===== src/rtl/poly_audio_engine.sv =====
// Multi-voice tone generator: phase-accumulator voices (square/saw/noise) with
// linearly decaying envelopes, summed into a first-order sigma-delta bitstream.
module poly_audio_engine #(
  parameter int NUM_VOICES = 4,
  parameter int PHASE_W    = 16,
  parameter int LEVEL_W    = 4,
  parameter int VSEL_W     = (NUM_VOICES > 1) ? $clog2(NUM_VOICES) : 1,
  parameter int SUM_W      = LEVEL_W + $clog2(NUM_VOICES)
) (
  input  logic               clk,
  input  logic               rst,
  input  logic               env_tick,
  input  logic               cfg_we,
  input  logic [VSEL_W-1:0]  cfg_voice,
  input  logic               cfg_sel,
  input  logic [PHASE_W-1:0] cfg_data,
  output logic [SUM_W-1:0]   mix_out,
  output logic               audio
);

  localparam logic [1:0] MODE_SQUARE = 2'd0;
  localparam logic [1:0] MODE_SAW    = 2'd1;
  localparam logic [1:0] MODE_NOISE  = 2'd2;

  logic [PHASE_W-1:0]   phase     [NUM_VOICES];
  logic [PHASE_W-1:0]   inc       [NUM_VOICES];
  logic [PHASE_W-1:0]   phase_nxt [NUM_VOICES];
  logic                 wrap      [NUM_VOICES];
  logic [LEVEL_W-1:0]   env_level [NUM_VOICES];
  logic [LEVEL_W-1:0]   sample    [NUM_VOICES];
  logic [2*LEVEL_W-1:0] saw_prod  [NUM_VOICES];
  logic [1:0]           mode      [NUM_VOICES];
  logic                 gate      [NUM_VOICES];
  logic                 decay_en  [NUM_VOICES];
  logic [15:0]          lfsr      [NUM_VOICES];
  logic [NUM_VOICES-1:0] wr_hit;
  logic [SUM_W-1:0]     sd_acc;
  logic [SUM_W-1:0]     mix_sum;

  logic [LEVEL_W-1:0] ctrl_level;
  logic [1:0]         ctrl_mode;
  logic               ctrl_decay_en;
  logic               ctrl_gate;

  assign ctrl_level    = cfg_data[LEVEL_W-1:0];
  assign ctrl_mode     = cfg_data[LEVEL_W+1:LEVEL_W];
  assign ctrl_decay_en = cfg_data[LEVEL_W+2];
  assign ctrl_gate     = cfg_data[LEVEL_W+3];

  // Out-of-range voice indices match no decode line, so those writes drop.
  always_comb begin
    wr_hit = '0;
    for (int v = 0; v < NUM_VOICES; v++) begin
      wr_hit[v] = cfg_we && (cfg_voice == VSEL_W'(v));
    end
  end

  always_comb begin
    mix_sum = '0;
    for (int v = 0; v < NUM_VOICES; v++) begin
      {wrap[v], phase_nxt[v]} = {1'b0, phase[v]} + {1'b0, inc[v]};
      saw_prod[v] = phase[v][PHASE_W-1 -: LEVEL_W] * env_level[v];
      case (mode[v])
        MODE_SQUARE: sample[v] = phase[v][PHASE_W-1] ? env_level[v] : '0;
        MODE_SAW:    sample[v] = saw_prod[v][2*LEVEL_W-1:LEVEL_W];
        MODE_NOISE:  sample[v] = lfsr[v][0] ? env_level[v] : '0;
        default:     sample[v] = '0;
      endcase
      mix_sum = mix_sum + SUM_W'(sample[v]);
    end
  end

  always_ff @(posedge clk) begin
    if (rst) begin
      for (int v = 0; v < NUM_VOICES; v++) begin
        phase[v]     <= '0;
        inc[v]       <= '0;
        env_level[v] <= '0;
        mode[v]      <= MODE_SQUARE;
        gate[v]      <= 1'b0;
        decay_en[v]  <= 1'b0;
        lfsr[v]      <= 16'hACE1 + 16'(v);
      end
      mix_out <= '0;
      sd_acc  <= '0;
      audio   <= 1'b0;
    end else begin
      for (int v = 0; v < NUM_VOICES; v++) begin
        phase[v] <= phase_nxt[v];
        if (wrap[v]) begin
          lfsr[v] <= {lfsr[v][14:0], lfsr[v][15] ^ lfsr[v][13] ^ lfsr[v][12] ^ lfsr[v][10]};
        end
        if (wr_hit[v] && !cfg_sel) begin
          inc[v] <= cfg_data;
        end
        // A control write takes priority over a same-cycle envelope tick.
        if (wr_hit[v] && cfg_sel) begin
          mode[v]      <= ctrl_mode;
          decay_en[v]  <= ctrl_decay_en;
          gate[v]      <= ctrl_gate;
          env_level[v] <= ctrl_gate ? ctrl_level : '0;
        end else if (env_tick && decay_en[v] && gate[v] && (env_level[v] != '0)) begin
          env_level[v] <= env_level[v] - 1'b1;
        end
      end
      mix_out           <= mix_sum;
      {audio, sd_acc}   <= {1'b0, sd_acc} + {1'b0, mix_out};
    end
  end

endmodule


===== config.mk =====
export PLATFORM = sky130hd
export DESIGN_NAME = poly_audio_engine
export DESIGN_NICKNAME = d
export VERILOG_FILES = /design/src/rtl/poly_audio_engine.sv
export SDC_FILE = /design/constraint.sdc
export NUM_CORES = 1
export LEC_CHECK = 0
export ABC_AREA = 1
export ABC_CLOCK_PERIOD_IN_PS = 6000
export CAP_MARGIN = 10
export CORE_MARGIN = 4
export CORE_UTILIZATION = 49
export DETAILED_ROUTE_END_ITERATION = 7
export PLACE_DENSITY = 0.71
export SLEW_MARGIN = 10
export SYNTH_ARGS = -nofsm -noshare
export SYNTH_HDL_FRONTEND = slang
export SYNTH_SLANG_ARGS = --single-unit
export TNS_END_PERCENT = 5

===== constraint.sdc =====
create_clock -name clk -period 6 [get_ports clk]
set_input_delay 1.5 -clock clk [delete_from_list [all_inputs] [get_ports clk]]
set_output_delay 1.5 -clock clk [all_outputs]
set_load 0.005 [all_outputs]

# Word level (Yosys, flattened, before mapping)
# Memory sizes are Yosys's and may differ from the RTL's.
# Cells that the tools add are included.
[classes] n_addsub=12 n_mul=4 eq_ne=11 mux=100 bitwise_logic=44 reduce_logical=34
[ops] operator="$mux 16" count=12
[ops] operator="$add 16x16->17" count=4
[ops] operator="$mux 4" count=17
[ops] operator="$mux 1" count=63
[ops] operator="$pmux 4 s3" count=4
[ops] operator="$mul 4x4->8" count=4
[ops] operator="$or 1x1->1" count=32
[ops] operator="$logic_and 1x1->1" count=24
[ops] operator="$reduce_bool 4->1" count=4
[ops] operator="$sub 4x1->4 const B" count=4
[ops] operator="$eq 2x2->1 const B" count=6
[ops] operator="$xor 1x1->1" count=12
[ops] operator="$eq 2x1->1 const B" count=5
[ops] operator="$logic_not 2->1" count=5
[ops] operator="$mux 2" count=4
[ops] operator="$add 6x6->7" count=1
[ops] operator="$add 5x4->6" count=1
[ops] operator="$add 6x4->6" count=1
[ops] operator="$add 4x4->5" count=1
[ops] operator="$logic_not 1->1" count=1
[totals] register_bits=13 ramBits=224 inputBits=23 output_inout_bits=7 word_cells=215 mem_count=7
[mem_list] name="inc" words=4 word_bits=16 rd=4 rd_clocked_by_memory_dff=0 write_ports=4 line="26" source="logic [PHASE_W-1:0] inc [NUM_VOICES];"
[mem_list] name="lfsr" words=4 word_bits=16 rd=4 rd_clocked_by_memory_dff=0 write_ports=4 line="35" source="logic [15:0] lfsr [NUM_VOICES];"
[mem_list] name="phase" words=4 word_bits=16 rd=4 rd_clocked_by_memory_dff=0 write_ports=4 line="25" source="logic [PHASE_W-1:0] phase [NUM_VOICES];"
[mem_list] name="env_level" words=4 word_bits=4 rd=4 rd_clocked_by_memory_dff=0 write_ports=4 line="29" source="logic [LEVEL_W-1:0] env_level [NUM_VOICES];"
[mem_list] name="mode" words=4 word_bits=2 rd=4 rd_clocked_by_memory_dff=0 write_ports=4 line="32" source="logic [1:0] mode [NUM_VOICES];"
[mem_list] name="decay_en" words=4 word_bits=1 rd=4 rd_clocked_by_memory_dff=0 write_ports=4 line="34" source="logic decay_en [NUM_VOICES];"
[mem_list] name="+1 memories"

# Logic depth before layout (Yosys ltp)
[depth] depth_word=8 depth_mapped=24 depth_no_buf=23

# Worst setup path after synthesis
# OpenSTA, ideal clock, no wires.
[synth_timing] path_type="flip-flop to flip-flop" start="memory env_level[3][3] (netlist: env_level[0][15])" end="register mix_out[5]" setup_time_ps=65 arrival_ps=4429 required_ps=5935 path_slack_ps=1506 stages_incl_launch_ff=21 path_buffers=1 synth_period_minus_slack_ps=4494 path_cell_list="edfxtp_1 -> clkbuf_1 -> nand2_1 -> fa_1 -> inv_1 -> fa_1 -> ha_1 -> inv_1 -> o21bai_1 -> inv_1 -> o21ai_0 -> nor2_1 -> o21ai_0 -> fa_1 -> fa_1 -> ha_1 -> inv_1 -> fa_1 -> o21ai_0 -> a21oi_1 -> nor2_1"
[synth_lines] item="start, declared" line="29"
[synth_lines] item="end signal, assigned" line="106" source="mix_out <= mix_sum;"
[synth_lines] item="end, declared" line="17" source="output logic [SUM_W-1:0] mix_out,"

==> implementation parameters <==
Parameter                              Value

Outcome
  Result of the run ... complete, no violations

Power
  Part of the power in combinational logic ... 33.1%
  Net switching power of the design ... 2150 uW
  Sequential group share of total power ... 37.4%
  Clock network fraction of design power ... 29.5%
  Tot Pwr ... about 6100 uW
  Switching portion of total power ... between 30% and 40%
  Max rail drop VDD ... between 200 and 250 uV
  Power density of the placed cells ... 369 nW/um^2
  Cell Int Power ... around 4000 uW
  Leakage ... about 0.0083 uW

Critical path
  Crit path arrival time ... about 5200 ps
  Cell breakdown of the critical path ... nand2_1, fa_1, inv_1, fa_1, ha_1, inv_1, o21bai_1, inv_1, o21ai_0, nor2_1, o21ai_0, fa_1, fa_1, ha_1, inv_1, fa_1, o21ai_0, a21oi_1, nor2_1
  Most frequent cell on the critical path ... fa_1
  Setup crit end kind ... flip-flop
  Slowest cell on the critical path ... fa_1
  Delay of the slowest critical-path stage ... approximately 550 ps
  Classification of the worst setup path ... reg2reg
  Required time of the critical path ... between 6000 and 7000 ps
  Worst-path fanout max ... 7
  Setup crit start kind ... flip-flop

Placed design
  Total placed cells including tap cells ... roughly 2300
  Hpwl dp ... roughly 25000 microns
  Final Wtd Congestion ... approximately 0.94
  Area after detailed placement ... approximately 15000 sq um
  Count of input and output buffers ... 29

Timing
  Pins Over Slew Limit ... 0
  Crit share post-route ... about four fifths
  Fin Setup TNS ... 0 ps
  Post-route minimum period ... roughly 4800 ps
  Endpoints failing hold ... 0
  Relative max-transition margin ... roughly 48%
  Number of failing setup endpoints in the final timing report ... 0
  Worst-margin pin slew ... around 780 ps
  Worst clock skew on the final layout ... 22.4 ps
  Unrepaired setup endpoints after global routing ... false
  Highest attainable clock frequency ... roughly 210 MHz

Global routing
  Total overflow reported by the global router ... 0
  Total global-route track usage ... between 20% and 30%
  Wire length of the first global-routing pass ... ~55000 microns
  Pin count of the biggest net entering global routing ... 31
  Number of antenna violations at the first check in global routing ... 0
  Vias in the first global route ... roughly 11000

Floorplan
  Core Rows ... 63
  I/O pin count ... 30
  Placeable core region ... a little under 30000 sq um
  Chip width ... around 180 microns
  Starting density of the core ... about half
  Die span in y ... 182 microns
  Die area ... 33000 sq um

Finish
  Inserted Diodes ... 0
  Share of final-layout standard cells stronger than drive strength 1 ... ~3.7%
  Number of nets in the finished design ... between 2000 and 2500
  Number of cells in the finished layout apart from fillers ... between 2000 and 2500
  Final standard cell area without fillers ... roughly 16000 sq um
  Layout area overhead ... 11.4%

Clock tree
  Clock input transition at the sequential cells of the worst setup and hold paths ... roughly 60 ps
  Number of clock buffers inserted by TritonCTS ... 28
  Maximum root-to-sink buffer count ... 3
  Post-cts resize count ... 0
  Total clock sinks ... between 200 and 250
  CTS tree ... yes
  Clk Tree Root Cell ... clkbuf_16
  Post-CTS setup repair buffer count ... 0
  Number of buffers inserted for hold repair after clock tree synthesis ... 0
  Clock insertion delay at the later pin of the skew report ... 540 ps
  H-tree depth ... 1

Drt
  Final antenna-violating net count ... 0
  Initial DRC count ... 751
  Vias/cell ... a little over 5
  Aggregate routed wire length ... roughly 34000 microns
  Number of detailed-route iterations in the first pass ... 5
  Final routed wire length divided by cell count ... about 15 microns
  Detailed-route via count ... around 12000
  Residual DRC count ... 0

Logic synthesis
  Number of instances in the synthesized netlist ... between 1500 and 2000
  Average cell area after synthesis ... a little under 8 sq um
  Post-synthesis sequential element count ... about 240
  Number of warnings reported in the yosys synthesis log ... 0
  Post-synth design cell area ... 14800 sq um
  Sequential share of the synthesized area ... a little over two fifths
  Syn Nets ... between 2000 and 2500
  Post-synthesis cell type count ... 39

Hold path
  Type of the worst min-delay path ... reg2reg

Job
  Maximum capacitance violations ... 0
[placed cells by master (no fill, tap or decap), drive strengths merged]
| cell type | n |
|---|---|
| clkinv | 10 |
| a21o | 1 |
| fa | 25 |
| and2 | 13 |
| nand3b | 36 |
| ha | 119 |
| buf | 6 |
| nor2 | 263 |
| xnor2 | 15 |
| nor3 | 13 |
| nand4 | 8 |
| edfxtp | 160 |
| or2 | 3 |
| nand3 | 88 |
| bufinv | 5 |
| nand2 | 494 |
| inv | 331 |
| o22ai | 13 |
| clkinvlp | 2 |
| clkbuf | 35 |
| dfxtp | 77 |
| o21bai | 8 |
| a31oi | 1 |
| o31ai | 1 |
| a21boi | 4 |
| clkdlybuf4s50 | 29 |
| o21ai | 50 |
| a21oi | 106 |
| o21a | 7 |
| nor4 | 1 |
| xor2 | 5 |
[critical path: cells and delay by family, from the launching register on]
kind | cells | cell delay (ps)
AOI/OAI and AO/OA | 5 | 820
adders and majority gates | 7 | 2910
buffers and inverters | 4 | 240
DFF | 1 | 490
and+or+nand+nor | 3 | 260
[synth_stat cells]
cell | number | area [sq um]
o21a_1 | 7 | 52.6
ha_1 | 119 | 1490
xnor2_1 | 15 | 131
edfxtp_1 | 160 | 4800
buf_1 | 2 | 7.51
clkbuf_2 | 2 | 10.0
dfxtp_1 | 77 | 1540
nor3_1 | 11 | 55.1
nor2_2 | 1 | 6.26
nand2_4 | 8 | 90.1
o21ai_0 | 45 | 225
a21oi_1 | 106 | 531
clkbuf_1 | 11 | 41.3
xor2_1 | 5 | 43.8
nor4_1 | 1 | 6.26
nand3b_1 | 36 | 270
nand4_1 | 8 | 50.1
nand3_1 | 87 | 435
o22ai_1 | 13 | 81.3
nand3_2 | 1 | 10.0
o21ai_2 | 4 | 35.0
nor2_1 | 262 | 983
inv_1 | 330 | 1240
buf_2 | 14 | 70.1
nor3_2 | 1 | 10.0
buf_4 | 1 | 7.51
o21bai_1 | 8 | 60.1
nand2_1 | 486 | 1820
or2_2 | 2 | 12.5
and2_1 | 13 | 81.3
nor3_4 | 1 | 16.3
a21boi_0 | 4 | 30.0
a21o_1 | 1 | 7.51
fa_1 | 25 | 500
o21ai_1 | 1 | 5.00
o31ai_1 | 1 | 7.51
inv_2 | 1 | 3.75
a31oi_1 | 1 | 6.26
or2_1 | 1 | 6.26
[kinds of logic (layout without fill, tap and decap cells)]
group	after synthesis	after routing	synth area share (%)
compound gates	191	191	7.04
xor+xnor	20	20	1.18
fa+ha+maj	144	144	13.5
buf+inv	361	418	9.32
flops	237	237	42.9
simple gates	919	919	26.1
[sequential cells by signal, indices dropped and copies added, names as in the netlist]
signal,count
env_level,16
mix_out,6
sd_acc,6
lfsr,64
inc,64
decay_en,4
audio,1
mode,8
phase,64
gate,4
[power groups by stage]
stage               logic, uW  registers [uW]  clock network [uW]
floorplan                1560            2230                   0
global placement         1950            2290                   0
detailed placement       1990            2310                   0
CTS                      2010            2280                1830
global route             2330            2310                1900
finish                   2010            2280                1800
[routing by layer]
layer / track usage, % / share of wire [%] / vias up
met5: 0 / 0 / -
met4: 5.43 / 2.4 / 0
met3: 2.34 / 5.5 / 52
met2: 33.6 / 45 / 267
met1: 28.6 / 47 / 5420
li1: - / - / 6047
[final timing paths]
kind,to,slack (ps),cells past startpoint,startpoint
setup reg to reg,mix_out[5]$_SDFF_PP0_,1210,19,env_level[0][15]$_DFFE_PP_
hold reg to reg,lfsr[3][10]$_SDFFCE_PN1P_,500,1,lfsr[3][9]$_SDFFCE_PN0P_
setup / recovery,mix_out[5]$_SDFF_PP0_,1210,19,env_level[0][15]$_DFFE_PP_
hold / removal,lfsr[3][10]$_SDFFCE_PN1P_,500,1,lfsr[3][9]$_SDFFCE_PN0P_
[area by class of cell]
class                   count  area, sq um
clock buffers              35          768
clock inverters            17          224
fillers                  2741        13200
inverters                 331         1240
multi-input cells        1274         7060
flip-flops and latches    237         6350
well taps                 390          488
repair buffers             35          335
[stage by stage]
step           util [%]  hold slack (ps)  setup WS (ps)
2_1_floorplan         -              482           1510
3_3_place_gp       52.1              487           1320
3_5_place_dp       52.1              493           1210
4_1_cts            55.4              509           1190
5_1_grt            55.4              530            835
6_report           55.4              504           1210
Power figures use the tool's default switching activity.
